<file path="config.mk">
export PLATFORM = sky130hd
export DESIGN_NAME = clock_set_controller
export DESIGN_NICKNAME = d
export VERILOG_FILES = /design/src/rtl/clock_pkg.sv /design/src/rtl/clock_set_controller_bcd_mod60.sv /design/src/rtl/clock_set_controller.sv
export SDC_FILE = /design/constraint.sdc
export NUM_CORES = 1
export LEC_CHECK = 0
export ABC_CLOCK_PERIOD_IN_PS = 7510
export CAP_MARGIN = 40
export CELL_PAD_IN_SITES_DETAIL_PLACEMENT = 1
export CELL_PAD_IN_SITES_GLOBAL_PLACEMENT = 1
export CORE_MARGIN = 2
export CORE_UTILIZATION = 50
export CTS_CLUSTER_SIZE = 25
export DETAILED_ROUTE_END_ITERATION = 7
export PLACE_DENSITY_LB_ADDON = 0.1
export SKIP_LAST_GASP = 1
export SLEW_MARGIN = 25
export SYNTH_ARGS = -nofsm -noshare
export SYNTH_HDL_FRONTEND = slang
export SYNTH_SLANG_ARGS = --single-unit
</file>
<file path="constraint.sdc">
create_clock -name clk -period 7.51 [get_ports clk]
set_input_delay 1.502 -clock clk [delete_from_list [all_inputs] [get_ports clk]]
set_output_delay 1.502 -clock clk [all_outputs]
set_load 0.01 [all_outputs]
</file>
<file path="src/rtl/clock_pkg.sv">
// Shared definitions for the mm:ss clock-setting controller: mode
// encodings, BCD digit limits and small mode helpers.
package clock_pkg;

   typedef enum logic [1:0] {
      MODE_RUN     = 2'b00,
      MODE_SET_MIN = 2'b01,
      MODE_SET_SEC = 2'b10,
      MODE_INVALID = 2'b11
   } mode_t;

   // Largest legal value of a ones digit and of a tens digit (mod 60).
   localparam logic [3:0] UNITS_MAX = 4'd9;
   localparam logic [2:0] TENS_MAX  = 3'd5;

   // Mode sequence on each mode press; anything unexpected falls back to RUN.
   function automatic mode_t advance_mode(input mode_t cur);
      mode_t nxt;
      case (cur)
         MODE_RUN:     nxt = MODE_SET_MIN;
         MODE_SET_MIN: nxt = MODE_SET_SEC;
         default:      nxt = MODE_RUN;
      endcase
      return nxt;
   endfunction

   // True for the two editing modes.
   function automatic logic is_set_mode(input mode_t m);
      return (m == MODE_SET_MIN) || (m == MODE_SET_SEC);
   endfunction

endpackage

</file>
<file path="src/rtl/clock_set_controller_bcd_mod60.sv">
// Two-digit BCD counter modulo 60 with increment, decrement and a
// combinational carry-out flagging an increment that wraps 59 -> 00.
module bcd_mod60
   import clock_pkg::*;
(
   input  logic       clk,
   input  logic       reset,
   input  logic       inc,
   input  logic       dec,
   output logic [3:0] units,
   output logic [2:0] tens,
   output logic       carry
);

   logic [3:0] units_reg, units_next;
   logic [2:0] tens_reg, tens_next;

   // Next digit values; simultaneous inc and dec leave the value unchanged.
   always_comb begin
      units_next = units_reg;
      tens_next  = tens_reg;
      if (inc && !dec) begin
         if (units_reg == UNITS_MAX) begin
            units_next = 4'd0;
            tens_next  = (tens_reg == TENS_MAX) ? 3'd0 : tens_reg + 3'd1;
         end else begin
            units_next = units_reg + 4'd1;
         end
      end else if (dec && !inc) begin
         if (units_reg == 4'd0) begin
            units_next = UNITS_MAX;
            tens_next  = (tens_reg == 3'd0) ? TENS_MAX : tens_reg - 3'd1;
         end else begin
            units_next = units_reg - 4'd1;
         end
      end
   end

   // Digit registers, cleared immediately by the active-low reset.
   always_ff @(posedge clk or negedge reset) begin
      if (!reset) begin
         units_reg <= 4'd0;
         tens_reg  <= 3'd0;
      end else begin
         units_reg <= units_next;
         tens_reg  <= tens_next;
      end
   end

   assign carry = inc && !dec && (units_reg == UNITS_MAX) && (tens_reg == TENS_MAX);
   assign units = units_reg;
   assign tens  = tens_reg;

endmodule

</file>
<file path="src/rtl/clock_set_controller.sv">
// mm:ss clock with a RUN mode driven by a 1 s prescaler and two edit
// modes (minutes, seconds) that freeze time and blink the edited field.
module clock_set_controller
   import clock_pkg::*;
#(
   parameter int TICK_DIV  = 100000000,
   parameter int BLINK_DIV = 25000000
) (
   input  logic       clk,
   input  logic       reset,
   input  logic       mode_press,
   input  logic       inc_press,
   input  logic       dec_press,
   output logic [3:0] seconds_units,
   output logic [2:0] seconds_tens,
   output logic [3:0] minutes_units,
   output logic [2:0] minutes_tens,
   output logic [3:0] blank_mask,
   output logic [1:0] mode
);

   localparam int TICK_W  = (TICK_DIV  > 1) ? $clog2(TICK_DIV)  : 1;
   localparam int BLINK_W = (BLINK_DIV > 1) ? $clog2(BLINK_DIV) : 1;
   localparam logic [TICK_W-1:0]  TICK_LAST  = TICK_W'(TICK_DIV - 1);
   localparam logic [BLINK_W-1:0] BLINK_LAST = BLINK_W'(BLINK_DIV - 1);

   mode_t               state_reg, state_next;
   logic [TICK_W-1:0]   prescale_reg, prescale_next;
   logic                tick;
   logic [BLINK_W-1:0]  blink_cnt_reg, blink_cnt_next;
   logic                blink_phase_reg, blink_phase_next;
   logic [3:0]          blank_reg, blank_next;

   logic edit_inc, edit_dec, edit_accept;
   logic sec_inc, sec_dec, sec_carry;
   logic min_inc, min_dec, min_carry;

   // A mode press wins over any edit pulse; inc together with dec is no edit.
   assign edit_inc    = inc_press && !dec_press && !mode_press;
   assign edit_dec    = dec_press && !inc_press && !mode_press;
   assign edit_accept = is_set_mode(state_reg) && (edit_inc || edit_dec);

   // Mode sequencing, with recovery from the unused encoding.
   always_comb begin
      state_next = state_reg;
      if (state_reg == MODE_INVALID) begin
         state_next = MODE_RUN;
      end else if (mode_press) begin
         state_next = advance_mode(state_reg);
      end
   end

   // Mode register.
   always_ff @(posedge clk or negedge reset) begin
      if (!reset) begin
         state_reg <= MODE_RUN;
      end else begin
         state_reg <= state_next;
      end
   end

   // Prescaler runs only in RUN; held at zero elsewhere so a return to RUN
   // always waits a full tick period.
   always_comb begin
      prescale_next = '0;
      tick          = 1'b0;
      if (state_reg == MODE_RUN) begin
         if (prescale_reg == TICK_LAST) begin
            tick = 1'b1;
         end else begin
            prescale_next = prescale_reg + TICK_W'(1);
         end
      end
   end

   // Prescaler register.
   always_ff @(posedge clk or negedge reset) begin
      if (!reset) begin
         prescale_reg <= '0;
      end else begin
         prescale_reg <= prescale_next;
      end
   end

   // Steering of tick and edit pulses into the two mod-60 fields.
   always_comb begin
      sec_inc = tick || ((state_reg == MODE_SET_SEC) && edit_inc);
      sec_dec = (state_reg == MODE_SET_SEC) && edit_dec;
      min_inc = (tick && sec_carry) || ((state_reg == MODE_SET_MIN) && edit_inc);
      min_dec = (state_reg == MODE_SET_MIN) && edit_dec;
   end

   bcd_mod60 u_seconds (
      .clk   (clk),
      .reset (reset),
      .inc   (sec_inc),
      .dec   (sec_dec),
      .units (seconds_units),
      .tens  (seconds_tens),
      .carry (sec_carry)
   );

   bcd_mod60 u_minutes (
      .clk   (clk),
      .reset (reset),
      .inc   (min_inc),
      .dec   (min_dec),
      .units (minutes_units),
      .tens  (minutes_tens),
      .carry (min_carry)
   );

   // Blink timing: restart visible on entering a set mode or after an edit,
   // otherwise toggle the phase every BLINK_DIV cycles while editing.
   always_comb begin
      blink_cnt_next   = '0;
      blink_phase_next = 1'b0;
      if (is_set_mode(state_next) && (state_next == state_reg) && !edit_accept) begin
         if (blink_cnt_reg == BLINK_LAST) begin
            blink_phase_next = ~blink_phase_reg;
         end else begin
            blink_cnt_next   = blink_cnt_reg + BLINK_W'(1);
            blink_phase_next = blink_phase_reg;
         end
      end
   end

   // Blank request follows the mode and phase that take effect at this edge.
   always_comb begin
      blank_next = 4'b0000;
      case (state_next)
         MODE_SET_MIN: blank_next = blink_phase_next ? 4'b1100 : 4'b0000;
         MODE_SET_SEC: blank_next = blink_phase_next ? 4'b0011 : 4'b0000;
         default:      blank_next = 4'b0000;
      endcase
   end

   // Blink counter, phase and registered blank mask.
   always_ff @(posedge clk or negedge reset) begin
      if (!reset) begin
         blink_cnt_reg   <= '0;
         blink_phase_reg <= 1'b0;
         blank_reg       <= 4'b0000;
      end else begin
         blink_cnt_reg   <= blink_cnt_next;
         blink_phase_reg <= blink_phase_next;
         blank_reg       <= blank_next;
      end
   end

   // The minutes carry has no destination: hours are not kept.
   logic unused_min_carry;
   assign unused_min_carry = min_carry;

   assign blank_mask = blank_reg;
   assign mode       = state_reg;

endmodule

</file>
Word-level counts from Yosys, hierarchy flattened:

Cells that the tools add are included.

* register bits: 73
* input port bits: 5
* output and inout port bits: 20
* word-level logic and storage cells: 110

* add/sub/neg operators: 10
* eq/ne operators: 14
* muxes and demuxes: 34
* bitwise operators: 1
* reductions and logical operators: 42

Operators by type and width (number)
* $mux W27: 2
* $mux W25: 2
* $mux W3: 12
* $mux W4: 9
* $add A27 B1 Y27 const B: 1
* $eq A27 B27 Y1 const B: 1
* $add A25 B1 Y25 const B: 1
* $eq A25 B25 Y1 const B: 1
* $logic_and A1 B1 Y1: 18
* $add A4 B1 Y4 const B: 2
* $eq A4 B4 Y1 const B: 2
* $logic_not A1 Y1: 8
* $logic_not A4 Y1: 2
* $pmux W4 S2: 1
* $reduce_bool A2 Y1: 4
* $sub A4 B1 Y4 const B: 2
* $add A3 B1 Y3 const B: 2
* $eq A2 B2 Y1 const B: 3
* $eq A3 B3 Y1 const B: 2
* $logic_not A3 Y1: 2
* $mux W2: 3
* $reduce_and A3 Y1: 2
* $sub A3 B1 Y3 const B: 2
* $logic_or A1 B1 Y1: 5
* other kinds (7): 12

Logic depth before layout (Yosys ltp):

Gate-level depths: netlist of the first run.

* depth after elaboration: 14
* gate-level depth with buffers: 15
* gate-level depth less buffers: 14

Hierarchy:

A second synthesis of the first run with hierarchy kept.

* cell total of the unflattened synthesis: 472
* area, all modules: 4317.9 sq um

Modules (own cells, without submodules)
* clock_set_controller: instances 1, cells an instance 338, area each 3221.8 sq um, sequential area each 1426.4 sq um
* bcd_mod60: instances 2, cells an instance 67, area each 548.0 sq um, sequential area each 175.2 sq um

Least setup slack after synthesis of the first run:

OpenSTA, ideal clock, no wires.

* path kind: input port to flip-flop
* start: input port inc_press
* end: register u_minutes.tens_reg[1] (netlist: u_minutes.tens[1])
* library setup time: 0.069 ns
* data arrival time: 3.921 ns
* data required time: 7.441 ns
* slack: 3.520 ns
* stages: 11
* buffers on the path: 0
* cell sequence: nor3b_1 > a22o_1 > ha_1 > nand2_1 > nor4_1 > a31o_2 > ha_1 > nor4b_1 > o21ai_1 > or4b_2 > nand3_1

* longest elaborated chain between the ends: 14
* elaborated cells on any way between the ends: 25
* classes of those cells: eq/ne (1); mux (1); reduce/logical (23)

RTL lines
* start: declaration: line clock_set_controller.sv:12 `input logic inc_press,`
* $logic_not A1 Y1: line clock_set_controller.sv:40 `assign edit_dec = dec_press && !inc_press && !mode_press;`
* $logic_and A1 B1 Y1 (2 in series): line clock_set_controller.sv:40
* $logic_and A1 B1 Y1: line clock_set_controller.sv:88 `sec_dec = (state_reg == MODE_SET_SEC) && edit_dec;`
* $logic_not A1 Y1: line clock_set_controller_bcd_mod60.sv:50 `assign carry = inc && !dec && (units_reg == UNITS_MAX) && (tens_reg == TENS_MAX);`
* $logic_and A1 B1 Y1 (3 in series): line clock_set_controller_bcd_mod60.sv:50
* $logic_and A1 B1 Y1: line clock_set_controller.sv:89 `min_inc = (tick && sec_carry) || ((state_reg == MODE_SET_MIN) && edit_inc);`
* $logic_or A1 B1 Y1: line clock_set_controller.sv:89
* $logic_not A1 Y1: line clock_set_controller_bcd_mod60.sv:29 `end else if (dec && !inc) begin`
* $logic_and A1 B1 Y1: line clock_set_controller_bcd_mod60.sv:29
* $reduce_bool A2 Y1 (no source line)
* $reduce_and A3 Y1 (no source line)
* end signal: assignment: line clock_set_controller_bcd_mod60.sv:46 `tens_reg <= tens_next;`
* end: declaration: line clock_set_controller_bcd_mod60.sv:16 `logic [2:0] tens_reg, tens_next;`

Parallel ways exist; a longest one is shown, timed or not.
A chain may end at the register's enable or synchronous reset.

Final worst setup path of the first run:

* start: input port mode_press
* end: register u_minutes.tens_reg[1] (netlist: u_minutes.tens[1])

* longest elaborated chain between the ends: 13
* elaborated cells on any way between the ends: 23
* classes of those cells: eq/ne (1); mux (1); reduce/logical (21)

RTL lines
* start: declaration: line clock_set_controller.sv:11 `input logic mode_press,`
* $logic_not A1 Y1 *: line clock_set_controller.sv:39, clock_set_controller.sv:40
* $logic_and A1 B1 Y1, on equally long branches: line clock_set_controller.sv:39, clock_set_controller.sv:40
* $logic_and A1 B1 Y1, on equally long branches: line clock_set_controller.sv:87, clock_set_controller.sv:88
* $logic_or A1 B1 Y1 or $logic_not A1 Y1 (tied branches): line clock_set_controller.sv:87, clock_set_controller_bcd_mod60.sv:50
* $logic_and A1 B1 Y1 (3 in series): line clock_set_controller_bcd_mod60.sv:50
* $logic_and A1 B1 Y1: line clock_set_controller.sv:89
* $logic_or A1 B1 Y1: line clock_set_controller.sv:89
* $logic_not A1 Y1: line clock_set_controller_bcd_mod60.sv:29
* $logic_and A1 B1 Y1: line clock_set_controller_bcd_mod60.sv:29
* $reduce_bool A2 Y1 (no source line)
* $reduce_and A3 Y1 (no source line)

Every way passes the cells marked *; elsewhere a longest branch is shown, timed or not.

==> results.json, run 1 <==
{
  "fin_nets": 495,
  "grt_util_met3_pct": 5.87,
  "grt_pass1_wl_mm": 17.8,
  "synth_fp_nets": 481,
  "worst-r2r-cell-count": 13,
  "p_leak_nw": 1.80,
  "p_total_mw": 1.19,
  "drc_errors": 0,
  "rows": 33,
  "drtIter0Drc": 139,
  "antenna_found_initial": 0,
  "path_clk_slew_ps": 70,
  "worst-path-buf-inv": 1,
  "place_inst": 571,
  "cts.sinks": 71,
  "cts_buffers": 9,
  "fin_tns_setup_ps": 0,
  "ys_seq_area_share_pct": 42.1,
  "worst_slew_pin_slew_ps": 717,
  "setup_viol": 0,
  "grt_pass1_vias": 3649,
  "hp-start": "prescale_reg[0]$_DFF_PN0_",
  "fin_skew_ps": 8.97,
  "hp-class": "reg2reg",
  "cp-start-kind": "primary input",
  "fin_crit_sh_pct": 69.1,
  "holdPathEnd": "prescale_reg[0]$_DFF_PN0_",
  "seq_area_sq_um": 1780,
  "rsz0062_at_grt": "false",
  "synth.distinct_cells": 55,
  "overflow": 0,
  "avgSynthCellArea_sq_um": 9.12,
  "powerDensity_nw_per_um2": 253,
  "routed_wl_mm": 10.4,
  "avgViaCountPerCell": 6.17,
  "cts_max_path_buffers": 2,
  "synth-seq-cells": 71,
  "hold_viol": 0,
  "whs_path_depth": 1,
  "io_pins": 25,
  "use_met2_pct": 40.9,
  "cts_tree": "built",
  "whs_ps": 506,
  "slew_headroom_pct": 51.7,
  "root_buffer": "clkbuf_8",
  "postRouteAntennaNets": 0,
  "wl_per_cell_um": 17.7,
  "fmax_ghz": 0.193,
  "gp_congestion": 0.765,
  "synthCells": 463,
  "slew_violations": 0,
  "slowest_delay_ps": 670,
  "regToRegEndpoint": "u_minutes.tens[1]$_DFFE_PN0P_",
  "die_area_sq_um": 9190,
  "vias": 3619,
  "netlist_area_sq_um": 4220,
  "cp_common_cell": "ha_1",
  "period_needed_ps": 5190,
  "yosysWarnings": 0,
  "endpoint_kind": "register",
  "r2r-start": "prescale_reg[3]$_DFF_PN0_",
  "async_flop_share_pct": 100,
  "drive_above_1_share_pct": 6.85,
  "die_y_um": 95.9,
  "postCtsSetupRepairBufs": 0,
  "layout.cells.non_filler": 587,
  "dp_hpwl_mm": 7.15,
  "syn2layout_area_growth_pct": 11.9,
  "status": "finished clean",
  "worst_path_max_delay_cell": "or4b_2",
  "multiInputGateArea_sq_um": 2250,
  "criticalPathCategory": "in2reg",
  "grt_max_degree": 52,
  "fillerInstances": 970,
  "cts_hold_buffers": 0,
  "critPathRequiredTime_ps": 7790,
  "core_area_sq_um": 8220,
  "grt_use_total_pct": 24.6,
  "die_w_um": 95.9,
  "htreeDepth": 3,
  "largest_reg_flops": 27,
  "top_usage_layer": "met2",
  "synth-edff-count": 0,
  "crit_chain": "clkdlybuf4s50_1 -> nor3b_1 -> a22o_1 -> ha_1 -> nand2_1 -> nor4_1 -> a31o_2 -> ha_1 -> and3_1 -> o21ai_1 -> or4b_2 -> nand3_1",
  "start_util_pct": 51.4,
  "r2r_setup_slack_ps": 2540,
  "max_cap_viol_count": 0,
  "cts_resized": 0,
  "ir_worst_vdd_uv": 142,
  "worst_ep_arrival_time_ps": 5470,
  "final_common_cell": "dfrtp_1",
  "mostFrequentLayoutCells": "dfrtp_1, nand2_1, nor2_1, o21ai_0, nor3_1",
  "met1_usage_pct": 32.5,
  "diodes": 0,
  "synth_ff_type": "dfrtp_1",
  "crit_fanout": 17,
  "port_buffers": 24,
  "clkLatencyLatePin_ps": 350,
  "path_delay_family": "simple AND/OR/NAND/NOR gates",
  "utilization_pct": 57.5,
  "firstDrtPassIters": 4
}
## worst max-delay path by stage
stage | startpoint | end | slack, ps | depth (start not counted)
finish | mode_press | u_minutes.tens[1]$_DFFE_PN0P_ | 2320 | 12
global route | mode_press | u_minutes.tens[1]$_DFFE_PN0P_ | 2070 | 12
CTS | mode_press | u_minutes.tens[1]$_DFFE_PN0P_ | 2330 | 12
detailed placement | mode_press | u_minutes.tens[1]$_DFFE_PN0P_ | 1940 | 12
global placement | mode_press | u_minutes.tens[1]$_DFFE_PN0P_ | 2200 | 12
floorplan | inc_press | u_minutes.tens[1]$_DFFE_PN0P_ | 3520 | 11
## routing by layer
layer | vias to the layer above | routed length [um]
li1 | 1748 | -
met1 | 1823 | 4920
met2 | 37 | 5100
met3 | 11 | 243
met4 | 0 | 111
met5 | - | 0
## report_power, final
group	switching, mW	total [mW]	internal [mW]	leakage (nW)
Combinational	0.214	0.376	0.162	0.755
Clock	0.147	0.308	0.161	0.100
Sequential	0.0849	0.508	0.423	0.948
## synthesized netlist by cell type (2+ instances only)
cell	number	area, sq um
xnor2_1	15	131
a211oi_1	11	82.6
and2_1	5	31.3
o311ai_0	3	26.3
or4_1	13	97.6
or4b_2	3	30.0
nand4b_1	5	43.8
xor2_1	13	114
and3_1	5	31.3
nand2_1	31	116
mux2i_1	8	80.1
nor4bb_1	2	20.0
o21a_1	2	15.0
nor3b_1	4	30.0
buf_4	2	15.0
nor2_1	29	109
buf_6	2	22.5
nor4_1	6	37.5
a31o_2	2	17.5
nor2b_1	6	37.5
o21ai_0	26	130
ha_1	13	163
clkbuf_1	19	71.3
and4_1	4	35.0
a31oi_1	5	31.3
or2_2	4	25.0
nor3_1	25	125
inv_1	22	82.6
or3_1	12	75.1
nand3_1	19	95.1
o22ai_1	4	25.0
a21oi_1	17	85.1
dfrtp_1	71	1780
a21o_1	2	15.0
nand4_1	23	144
o31ai_1	11	82.6
## cells by family (layout without fill, tap and decap cells)
group	count (synthesis)	count (layout)	share of synthesized area (%)
AND/OR/NAND/NOR	205	205	27.9
AO/OA/AOI/OAI	91	91	13.7
flip-flops	71	71	42.1
buffers and inverters	47	66	4.74
XOR/XNOR	28	28	5.81
adder cells (fa/ha/maj)	13	13	3.85
multiplexers	8	8	1.90
## through the flow
stage	setup slack (ps)	cell area, sq um
global placement	2200	4490
finish	2320	4720
global route	2070	4720
CTS	2330	4720
floorplan	3520	4220
detailed placement	1940	4530
## cell type report
class	count	area share, %
Clock buffer	12	3.07
Clock inverter	4	0.954
Inverter	22	1.75
Multi-Input combinational cell	345	47.6
Sequential cell	71	37.6
Tap cell	105	2.78
Timing Repair Buffer	28	6.18
Power figures use the tool's default switching activity.
==> run 2: changes to the inputs <==
ABC_CLOCK_PERIOD_IN_PS = 5200   (was 7510)
CORE_UTILIZATION = 46   (was 50)
clock period = 5.2 ns   (was 7.51 ns; I/O delays follow)
==> results.json, run 2 (synthesized netlist as in run 1, its figures left out) <==
{
  "firstDrtPassIters": 4,
  "postCtsSetupRepairBufs": 0,
  "htreeDepth": 3,
  "fin_area_sq_um": 4700,
  "fin_crit_sh_pct": 85.1,
  "wl_per_cell_um": 17.1,
  "p_sw_share_pct": 38.3,
  "seq_area_sq_um": 1780,
  "diodes": 0,
  "endpoint_kind": "register",
  "routed_wl_mm": 10.1,
  "drt-met1-wl_mm": 4.79,
  "place_inst": 576,
  "cp-start-kind": "register",
  "critPathRequiredTime_ps": 5480,
  "clkLatencyLatePin_ps": 350,
  "cts_resized": 0,
  "ir_worst_vdd_uv": 256,
  "drtIter0Drc": 145,
  "grt_pass1_wl_mm": 17.9,
  "r2r-start": "prescale_reg[0]$_DFF_PN0_",
  "setup_viol": 0,
  "utilization_pct": 53.3,
  "crit_fanout": 14,
  "slew_violations": 0,
  "cts_max_path_buffers": 2,
  "fin_skew_ps": 14.1,
  "fin_nets": 497,
  "pwr-share-comb_pct": 32.5,
  "worst_path_max_delay_cell": "or4b_2",
  "die_area_sq_um": 9960,
  "overflow": 0,
  "intPower_mw": 1.03,
  "grt_max_degree": 47,
  "antenna_found_initial": 0,
  "dpl_cell_area_sq_um": 4530,
  "drive_above_1_share_pct": 7.25,
  "period_needed_ps": 4430,
  "cp_common_cell": "ha_1",
  "switching_power_mw": 0.639,
  "slew_headroom_pct": 55.5,
  "core_area_sq_um": 8810,
  "avgViaCountPerCell": 6.14,
  "multiInputGateArea_sq_um": 2250,
  "rows": 34,
  "topRoutingLayerUsed": "met4",
  "mostFrequentLayoutCells": "dfrtp_1, nand2_1, nor2_1, o21ai_0, nor3_1",
  "fin_tns_setup_ps": 0,
  "hp-class": "reg2reg",
  "worst_slew_pin_slew_ps": 661,
  "hp-start": "prescale_reg[0]$_DFF_PN0_",
  "cp-startpoint": "prescale_reg[0]$_DFF_PN0_",
  "worst-path-buf-inv": 0,
  "status": "finished clean",
  "cts.sinks": 71,
  "wl_met3_um": 291,
  "fmax_ghz": 0.226,
  "final_common_cell": "dfrtp_1",
  "wl_met2_mm": 4.92,
  "post-place-ws_ps": 553,
  "io_pins": 25,
  "worst_ep_arrival_time_ps": 4700,
  "drc_errors": 0,
  "die_y_um": 99.8,
  "dp_hpwl_mm": 7.03,
  "grt_use_total_pct": 22.0,
  "crit_chain": "ha_1 -> nand3_1 -> or2_2 -> nor3_1 -> a22o_1 -> ha_1 -> nand2_1 -> nor4_1 -> a31o_2 -> ha_1 -> and3_1 -> o21ai_1 -> or4b_2 -> nand3_1",
  "pwr-share-clk_pct": 23.5,
  "rsz0062_at_grt": "false",
  "root_buffer": "clkbuf_8",
  "cts_buffers": 9,
  "slowest_delay_ps": 670,
  "die_w_um": 99.8,
  "vias": 3628,
  "setup_slack_ps": 773,
  "postRouteAntennaNets": 0,
  "layout.cells.non_filler": 591,
  "seqPwrFrac_pct": 44.0,
  "syn2layout_area_growth_pct": 11.3,
  "p_leak_nw": 1.79,
  "path_delay_family": "simple AND/OR/NAND/NOR gates",
  "cts_hold_buffers": 0,
  "whs_ps": 487,
  "hold_viol": 0,
  "fillerInstances": 1017,
  "start_util_pct": 47.9,
  "path_clk_slew_ps": 70,
  "cts_tree": "built",
  "max_cap_viol_count": 0,
  "powerDensity_nw_per_um2": 355,
  "grt_pass1_vias": 3795,
  "criticalPathCategory": "reg2reg",
  "gp_congestion": 0.791,
  "largest_reg_flops": 27,
  "port_buffers": 24,
  "p_total_mw": 1.67
}
==> run 2: layout make-up <==
| cell class | instances | share of cell area [%] |
|---|---|---|
| multi-input cells | 345 | 47.9 |
| flip-flops and latches | 71 | 37.8 |
| repair buffers | 30 | 6.18 |
| clock buffers | 11 | 3.01 |
| well taps | 108 | 2.88 |
| inverters | 22 | 1.76 |
| clock inverters | 4 | 0.479 |
==> run 2: worst paths after layout <==
check / depth (start not counted) / slack, ps / endpoint
setup / recovery: 14 / 770 / u_minutes.tens[1]$_DFFE_PN0P_
hold / removal: 1 / 490 / prescale_reg[0]$_DFF_PN0_
setup reg to reg: 14 / 770 / u_minutes.tens[1]$_DFFE_PN0P_
hold reg to reg: 1 / 490 / prescale_reg[0]$_DFF_PN0_
max in group asynchronous: 2 / 3710 / prescale_reg[8]$_DFF_PN0_
min in group asynchronous: 1 / 700 / prescale_reg[14]$_DFF_PN0_
==> run 2: power by group through the flow <==
stage / Clock (mW) / Combinational, mW / Sequential (mW)
global route: 0.425 / 0.611 / 0.753
global placement: 0 / 0.516 / 0.739
finish: 0.392 / 0.541 / 0.735
detailed placement: 0 / 0.549 / 0.744
CTS: 0.404 / 0.549 / 0.736
floorplan: 0 / 0.353 / 0.701
==> run 2: layer usage <==
layer	global-route usage (%)	vias to the layer above
met5	0	-
met4	5.16	0
met3	4.53	12
met2	36.8	54
met1	29.5	1819
li1	-	1743
